--- src/rtl/mips_ctrl_pkg.sv ---
// mips_ctrl_pkg: shared encodings for the multicycle control FSM and the ALU control decoder.
//   Holds state encodings, opcode/funct constants, alu_op, alu_src_b and pc_src encodings,
//   plus the DECODE dispatch helper.
package mips_ctrl_pkg;
    typedef enum logic [3:0] {
        S_FETCH   = 4'd0,
        S_DECODE  = 4'd1,
        S_MEMADR  = 4'd2,
        S_MEMRD   = 4'd3,
        S_MEMWB   = 4'd4,
        S_MEMWR   = 4'd5,
        S_EXECUTE = 4'd6,
        S_ALUWB   = 4'd7,
        S_BRANCH  = 4'd8,
        S_ADDIEX  = 4'd9,
        S_ADDIWB  = 4'd10,
        S_JUMP    = 4'd11,
        S_JR      = 4'd12
    } state_t;

    localparam logic [5:0] OP_RTYPE = 6'b000000;
    localparam logic [5:0] OP_LW    = 6'b100011;
    localparam logic [5:0] OP_SW    = 6'b101011;
    localparam logic [5:0] OP_BEQ   = 6'b000100;
    localparam logic [5:0] OP_BNE   = 6'b000101;
    localparam logic [5:0] OP_ADDI  = 6'b001000;
    localparam logic [5:0] OP_J     = 6'b000010;

    localparam logic [5:0] FN_ADD = 6'b100000;
    localparam logic [5:0] FN_JR  = 6'b001000;

    localparam logic [1:0] ALU_ADD   = 2'b00;
    localparam logic [1:0] ALU_SUB   = 2'b01;
    localparam logic [1:0] ALU_RTYPE = 2'b10;

    localparam logic [1:0] SRCB_REG    = 2'b00;
    localparam logic [1:0] SRCB_FOUR   = 2'b01;
    localparam logic [1:0] SRCB_IMM    = 2'b10;
    localparam logic [1:0] SRCB_IMM_SH = 2'b11;

    localparam logic [1:0] PC_ALU    = 2'b00;
    localparam logic [1:0] PC_ALUOUT = 2'b01;
    localparam logic [1:0] PC_JUMP   = 2'b10;
    localparam logic [1:0] PC_RS     = 2'b11;

    // Successor of DECODE; S_FETCH means the opcode is unsupported.
    function automatic state_t decode_next(input logic [5:0] opcode, input logic [5:0] funct);
        return (opcode == OP_LW || opcode == OP_SW)   ? S_MEMADR :
               (opcode == OP_RTYPE)                   ? ((funct == FN_JR) ? S_JR : S_EXECUTE) :
               (opcode == OP_BEQ || opcode == OP_BNE) ? S_BRANCH :
               (opcode == OP_ADDI)                    ? S_ADDIEX :
               (opcode == OP_J)                       ? S_JUMP : S_FETCH;
    endfunction
endpackage

--- src/rtl/multicycle_control.sv ---
// multicycle_control: Moore control FSM for a multicycle MIPS datapath.
//   in : clk, reset (async, active-high), opcode, funct, zero, mem_ready
//   out: alu_op, alu_src_a, alu_src_b, pc_src, pc_en, ir_write, iord, mem_write,
//        reg_dst, mem_to_reg, reg_write, illegal_op, state (debug)
module multicycle_control
    import mips_ctrl_pkg::*;
(
    input  logic       clk,
    input  logic       reset,
    input  logic [5:0] opcode,
    input  logic [5:0] funct,
    input  logic       zero,
    input  logic       mem_ready,
    output logic [1:0] alu_op,
    output logic       alu_src_a,
    output logic [1:0] alu_src_b,
    output logic [1:0] pc_src,
    output logic       pc_en,
    output logic       ir_write,
    output logic       iord,
    output logic       mem_write,
    output logic       reg_dst,
    output logic       mem_to_reg,
    output logic       reg_write,
    output logic       illegal_op,
    output logic [3:0] state
);
    state_t cur, nxt, dec;

    assign dec   = decode_next(opcode, funct);
    assign state = cur;

    always_ff @(posedge clk or posedge reset) begin
        if (reset) cur <= S_FETCH;
        else       cur <= nxt;
    end

    always_comb begin
        nxt        = S_FETCH;
        alu_op     = ALU_ADD;
        alu_src_a  = 1'b0;
        alu_src_b  = SRCB_REG;
        pc_src     = PC_ALU;
        pc_en      = 1'b0;
        ir_write   = 1'b0;
        iord       = 1'b0;
        mem_write  = 1'b0;
        reg_dst    = 1'b0;
        mem_to_reg = 1'b0;
        reg_write  = 1'b0;
        illegal_op = 1'b0;
        case (cur)
            S_FETCH: begin
                alu_src_b = SRCB_FOUR;
                ir_write  = mem_ready;
                pc_en     = mem_ready;
                nxt       = mem_ready ? S_DECODE : S_FETCH;
            end
            S_DECODE: begin
                alu_src_b  = SRCB_IMM_SH;
                nxt        = dec;
                illegal_op = (dec == S_FETCH);
            end
            S_MEMADR: begin
                alu_src_a = 1'b1;
                alu_src_b = SRCB_IMM;
                nxt       = (opcode == OP_LW) ? S_MEMRD : S_MEMWR;
            end
            S_MEMRD: begin
                iord = 1'b1;
                nxt  = mem_ready ? S_MEMWB : S_MEMRD;
            end
            S_MEMWB: begin
                mem_to_reg = 1'b1;
                reg_write  = 1'b1;
            end
            S_MEMWR: begin
                iord      = 1'b1;
                mem_write = 1'b1;
                nxt       = mem_ready ? S_FETCH : S_MEMWR;
            end
            S_EXECUTE: begin
                alu_src_a = 1'b1;
                alu_op    = ALU_RTYPE;
                nxt       = S_ALUWB;
            end
            S_ALUWB: begin
                reg_dst   = 1'b1;
                reg_write = 1'b1;
            end
            S_BRANCH: begin
                alu_src_a = 1'b1;
                alu_op    = ALU_SUB;
                pc_src    = PC_ALUOUT;
                pc_en     = (opcode == OP_BNE) ? ~zero : zero;
            end
            S_ADDIEX: begin
                alu_src_a = 1'b1;
                alu_src_b = SRCB_IMM;
                nxt       = S_ADDIWB;
            end
            S_ADDIWB: reg_write = 1'b1;
            S_JUMP: begin
                pc_src = PC_JUMP;
                pc_en  = 1'b1;
            end
            S_JR: begin
                pc_src = PC_RS;
                pc_en  = 1'b1;
            end
            default: ;
        endcase
        // Reset must silence write enables combinationally, even while FETCH sees mem_ready.
        if (reset) begin
            pc_en      = 1'b0;
            ir_write   = 1'b0;
            mem_write  = 1'b0;
            reg_write  = 1'b0;
            illegal_op = 1'b0;
        end
    end
endmodule

--- config.mk ---
export PLATFORM = sky130hd
export DESIGN_NAME = multicycle_control
export DESIGN_NICKNAME = d
export VERILOG_FILES = /design/src/rtl/mips_ctrl_pkg.sv /design/src/rtl/multicycle_control.sv
export SDC_FILE = /design/constraint.sdc
export NUM_CORES = 1
export LEC_CHECK = 0
export ABC_AREA = 1
export BUFFER_PORTS_ARGS = -buffer_cell sky130_fd_sc_hd__buf_2
export CORE_MARGIN = 10
export CORE_UTILIZATION = 42
export DETAILED_ROUTE_END_ITERATION = 10
export PLACE_DENSITY = 0.74
export SYNTH_ARGS = -nofsm -noshare
export SYNTH_HDL_FRONTEND = slang
export SYNTH_SLANG_ARGS = --single-unit
--- constraint.sdc ---
create_clock -name clk -period 3 [get_ports clk]
set_input_delay 0.6 -clock clk [delete_from_list [all_inputs] [get_ports clk]]
set_output_delay 0.6 -clock clk [all_outputs]
set_load 0.05 [all_outputs]
Word-level counts from Yosys, hierarchy flattened
Cells that the tools add are included.
Cells by class
  equality and inequality tests: 19
  $lt $le $gt $ge: 0
  bitwise gates (word level): 1
  $add $sub $neg: 0
  multiplexer cells: 29
  multiply operators: 0
  div/mod/pow operators: 0
  reduce and logical (&&, ||, !) cells: 10
  shift-type cells: 0
Operators by type and width (number)
  $pmux 4 s7: 1
  $mux 4: 6
  $eq 4x4->1 const B: 5
  $eq 4x3->1 const B: 4
  $mux 1: 15
  $eq 6x3->1 const B: 2
  $eq 6x4->1 const B: 2
  $eq 6x6->1 const B: 2
  $pmux 2 s3: 2
  $mux 3: 3
  $eq 4x2->1 const B: 2
  $logic_not 4->1: 2
  $eq 6x2->1 const B: 1
  $logic_not 6->1: 1
  $reduce_or 2->1: 3
  $eq 4x1->1 const B: 1
  $pmux 2 s2: 1
  $reduce_or 4->1: 1
  $pmux 1 s3: 1
  $reduce_or 3->1: 1
  $logic_or 1x1->1: 2
  $not 1->1: 1
Word-level totals
  register bits after elaboration: 4
  bits in latches: 0
  memories: 0
  bits in read-only memories: 0
  memory bits (writable): 0
  logic and storage cells: 60

Logic depth before layout (Yosys ltp)
  depth in word-level cells: 9
  gate-level depth with buffers: 8
  depth with buffers taken out: 8

Least setup slack after synthesis
OpenSTA, ideal clock, no wires.
  kind: register to output
  start point: register cur[0], in the netlist state[0]
  end point: output pc_en
  path buffers: 0
  arrival time: 2.504 ns
  slack: -0.104 ns
  required time: 2.400 ns
  stages on the path, launching flop included: 6
  cell sequence: dfrtp_1 nor2_2 inv_2 nor3_2 nand3_1 a21oi_1
On the way
  longest elaborated chain between the ends: 4
Ends and longest elaborated chain
  start, declared: RTL line multicycle_control.sv:28  | state_t cur, nxt, dec;
  start signal, assigned: RTL line multicycle_control.sv:35  | else cur <= nxt;
  $eq 4x4->1: RTL line multicycle_control.sv:52  | case (cur)
  $reduce_or 2->1 (no line)
  $pmux 1 s3 *: RTL line multicycle_control.sv:52
  $mux 1 *: RTL line multicycle_control.sv:114  | if (reset) begin
  end, declared: RTL line multicycle_control.sv:18  | output logic pc_en,
Every way passes the cells marked *; elsewhere a longest branch is shown, timed or not.

Final worst setup path
  start point: input opcode[2]
  end point: output illegal_op
On the way
  longest elaborated chain between the ends: 9
Ends and longest elaborated chain
  start, declared: RTL line multicycle_control.sv:10  | input logic [5:0] opcode,
  $eq 6x2->1: RTL line mips_ctrl_pkg.sv:52  | (opcode == OP_J) ? S_JUMP : S_FETCH;
  $mux 4: RTL line mips_ctrl_pkg.sv:52
  $mux 4: RTL line mips_ctrl_pkg.sv:51  | (opcode == OP_ADDI) ? S_ADDIEX :
  $mux 4: RTL line mips_ctrl_pkg.sv:50  | (opcode == OP_BEQ || opcode == OP_BNE) ? S_BRANCH :
  $mux 4: RTL line mips_ctrl_pkg.sv:49  | (opcode == OP_RTYPE) ? ((funct == FN_JR) ? S_JR : S_EXECUTE) :
  $mux 4 *: RTL line mips_ctrl_pkg.sv:48  | return (opcode == OP_LW || opcode == OP_SW) ? S_MEMADR :
  $logic_not 4->1 *: RTL line multicycle_control.sv:62  | illegal_op = (dec == S_FETCH);
  $mux 1 *: RTL line multicycle_control.sv:52
  $mux 1 *: RTL line multicycle_control.sv:114
  end, declared: RTL line multicycle_control.sv:25  | output logic illegal_op,
Marks and branches as above.

==> key figures <==
Job
  – Number of max-capacitance violations reported: 0

Drt
  – Vias post-DR: 838
  – Detail Route Antenna Nets: 0
  – Via density: 4.90
  – Wire per inst: 11.7 µm
  – Pre-antenna DRT Iters: 4
  – DRT iter0 DRCs: 24
  – Drt drc: 0
  – DRT Wirelength: 2.01 mm

Die
  – Initial core utilization: 45.7%
  – Die X: 58.1 µm
  – Die area: 3370 µm²
  – IO Count: 35
  – Total core area: 1330 µm²
  – Die Ht: 58.1 µm
  – Row cnt: 13

STA
  – Final setup violation count: 0
  – Final Hold Fails: 0
  – RSZ-0062 raised after global routing: false
  – Final Max Slew Viols: 0
  – Slew headroom: 83.5%
  – Worst Clk Skew: 7.59 ps
  – Fin crit period: 2310 ps
  – Final period utilization: 77.0%
  – Fmax achieved: 0.433 GHz
  – Total negative slack: 0 ps
  – Tightest Pin Transition: 247 ps

Layout
  – Layout cells sized above 1: 36.5%
  – Max reg flops: 4
  – Antenna fix cells: 0
  – Filler cells: 143
  – Final nets: 174
  – Area grow syn2layout: 36.3%

Clock network
  – Max clock buf depth: 2
  – Clock-pin transition on the worst setup and hold timing paths: 40 ps
  – Clk sinks: 4
  – CTS Root Cell: clkbuf_4
  – Post_cts resized: 0
  – CTS buffer count: 3
  – Hold buffers post-CTS: 0
  – H-Tree Depth: 1
  – Clk_lat worst skew: 240 ps
  – Post-CTS setup buffer count: 0
  – CTS tree: built

Critical path
  – Worst Path Max Fanout: 4
  – Crit-path slowest cell: buf_2
  – Ordered cell list for the critical path: buf_2 -> nor2_2 -> nand2_1 -> nor2_2 -> nand2_2 -> nand2_1 -> nor2_1 -> nor2_1 -> buf_2
  – Crit Path Class: input pin to output port
  – Delay-heaviest family, CP: simple AND/OR/NAND/NOR gates
  – Crit-path max cell delay: 260 ps
  – CP Buf/Inv Count: 2
  – Startpoint Class: input pin
  – RR Startpoint: state[3]$_DFF_PP0_
  – FF-to-FF setup slack: 1760 ps
  – Worst Path Arrival: 1710 ps
  – R2R Path End: state[1]$_DFF_PP0_
  – CP Capture Type: output port
  – R2R depth: 7
  – Req. time, crit path: 2400 ps

Global routing
  – Pin count of the biggest net entering global routing: 8
  – First-pass GRT wire length: 3.51 mm
  – Vias in the first global route: 834
  – Initial antenna violation count: 0
  – GR Overflow Total: 0
  – Total GRT Usage: 12.5%

Power
  – Max VDD drop: 0.224 mV
  – PD cells: 638 nW/µm²
  – Leak: 0.556 nW
  – Power Total: 0.530 mW

Placement
  – DP HPWL: 1.69 mm
  – IO Port Bufs: 34
  – GP Congestion: 0.895

Synth
  – Syn Inst Count: 119
  – Synth cell types: 16
  – Syn Nets: 135
  – Sequential element share of the synthesized area: 16.4%
  – Netlist Area Pre-Place: 609 µm²
  – Number of synthesized register bits: 4
  – YS warnings: 0
  – Syn Area/Cell: 5.12 µm²

Hold path
  – Worst hold-check path type: input pin to async pin

Outcome
  – Status: finished, final reports clean
-- cell usage after synthesis --
cell      n  area, µm²
o21ai_1   1       5.00
nand2_2   1       6.26
nor2_2    7       43.8
nand4_1   3       18.8
nand2_1  28        105
nor2_1   25       93.8
o21ai_0   1       5.00
nor2_4    1       11.3
inv_2     7       26.3
nor3_2    2       20.0
nor4_1    1       6.26
nor3_1    1       5.00
inv_1    18       67.6
dfrtp_1   4        100
nand3_1  16       80.1
a21oi_1   3       15.0
-- placed cells by master, fill, tap and decap left out --
cell and n:
a21oi_1 2, a21oi_2 1, buf_2 34, clkbuf_4 3
dfrtp_1 4, inv_1 18, inv_2 7, nand2_1 28
nand2_2 1, nand3_1 16, nand4_1 3, nor2_1 25
nor2_2 7, nor2_4 1, nor3_1 1, nor3_2 2
nor4_2 1, o21ai_0 1, o21ai_1 1
-- power breakdown --
part	leakage, nW	switching, mW	internal, mW
Sequential	0.0540	0.0191	0.0664
Combinational	0.488	0.294	0.0834
Clock	0.0138	0.0225	0.0447
-- cells by family after synthesis --
logic type | synth area share (%)
flops | 16.4
simple gates | 64.1
compound gates | 4.10
buf+inv | 15.4
-- through the flow --
stage / std cells / hold slack, ps / utilization [%] / worst slack (ps) / cell area (µm²)
after global routing: 171 / 315 / 62.3 / 573 / 831
after global placement: 168 / 557 / 60.6 / 782 / 808
final: 171 / 311 / 62.3 / 689 / 831
after floorplan: 119 / 383 / - / 122 / 619
after CTS: 171 / 316 / 62.3 / 713 / 831
after detailed placement: 168 / 568 / 60.6 / 717 / 808
-- routing by layer --
| metal | track usage (%) | wire length, µm | vias up | part of all wire [%] |
|---|---|---|---|---|
| li1 | - | - | 449 | - |
| met1 | 13.1 | 836 | 347 | 42 |
| met2 | 20.6 | 949 | 40 | 47 |
| met3 | 5.23 | 204 | 2 | 10 |
| met4 | 6.71 | 14 | 0 | 0.70 |
| met5 | 0 | 0 | - | 0 |
-- worst max-delay path by stage --
stage,from,end,cells past startpoint
2_1_floorplan,state[0]$_DFF_PP0_,pc_en,5
3_5_place_dp,opcode[2],illegal_op,9
6_report,opcode[2],illegal_op,9
3_3_place_gp,opcode[2],illegal_op,9
5_1_grt,opcode[5],illegal_op,9
4_1_cts,opcode[2],illegal_op,9
-- worst reg2reg max path: cells and delay by family (launching register included) --
| kind | cells | cell delay (ps) |
|---|---|---|
| buf+inv | 2 | 150 |
| flops | 1 | 430 |
| simple gates | 5 | 580 |
-- layout make-up --
| cell class | instances | area (µm²) | area share (%) |
|---|---|---|---|
| Tap cell | 15 | 18.8 | 2.26 |
| Inverter | 25 | 93.8 | 11.3 |
| Sequential cell | 4 | 100 | 12.0 |
| Multi-Input combinational cell | 90 | 425 | 51.2 |
| Timing Repair Buffer | 34 | 170 | 20.5 |
| Clock buffer | 3 | 22.5 | 2.71 |
Note: power is estimated with default switching activity, not from simulation.
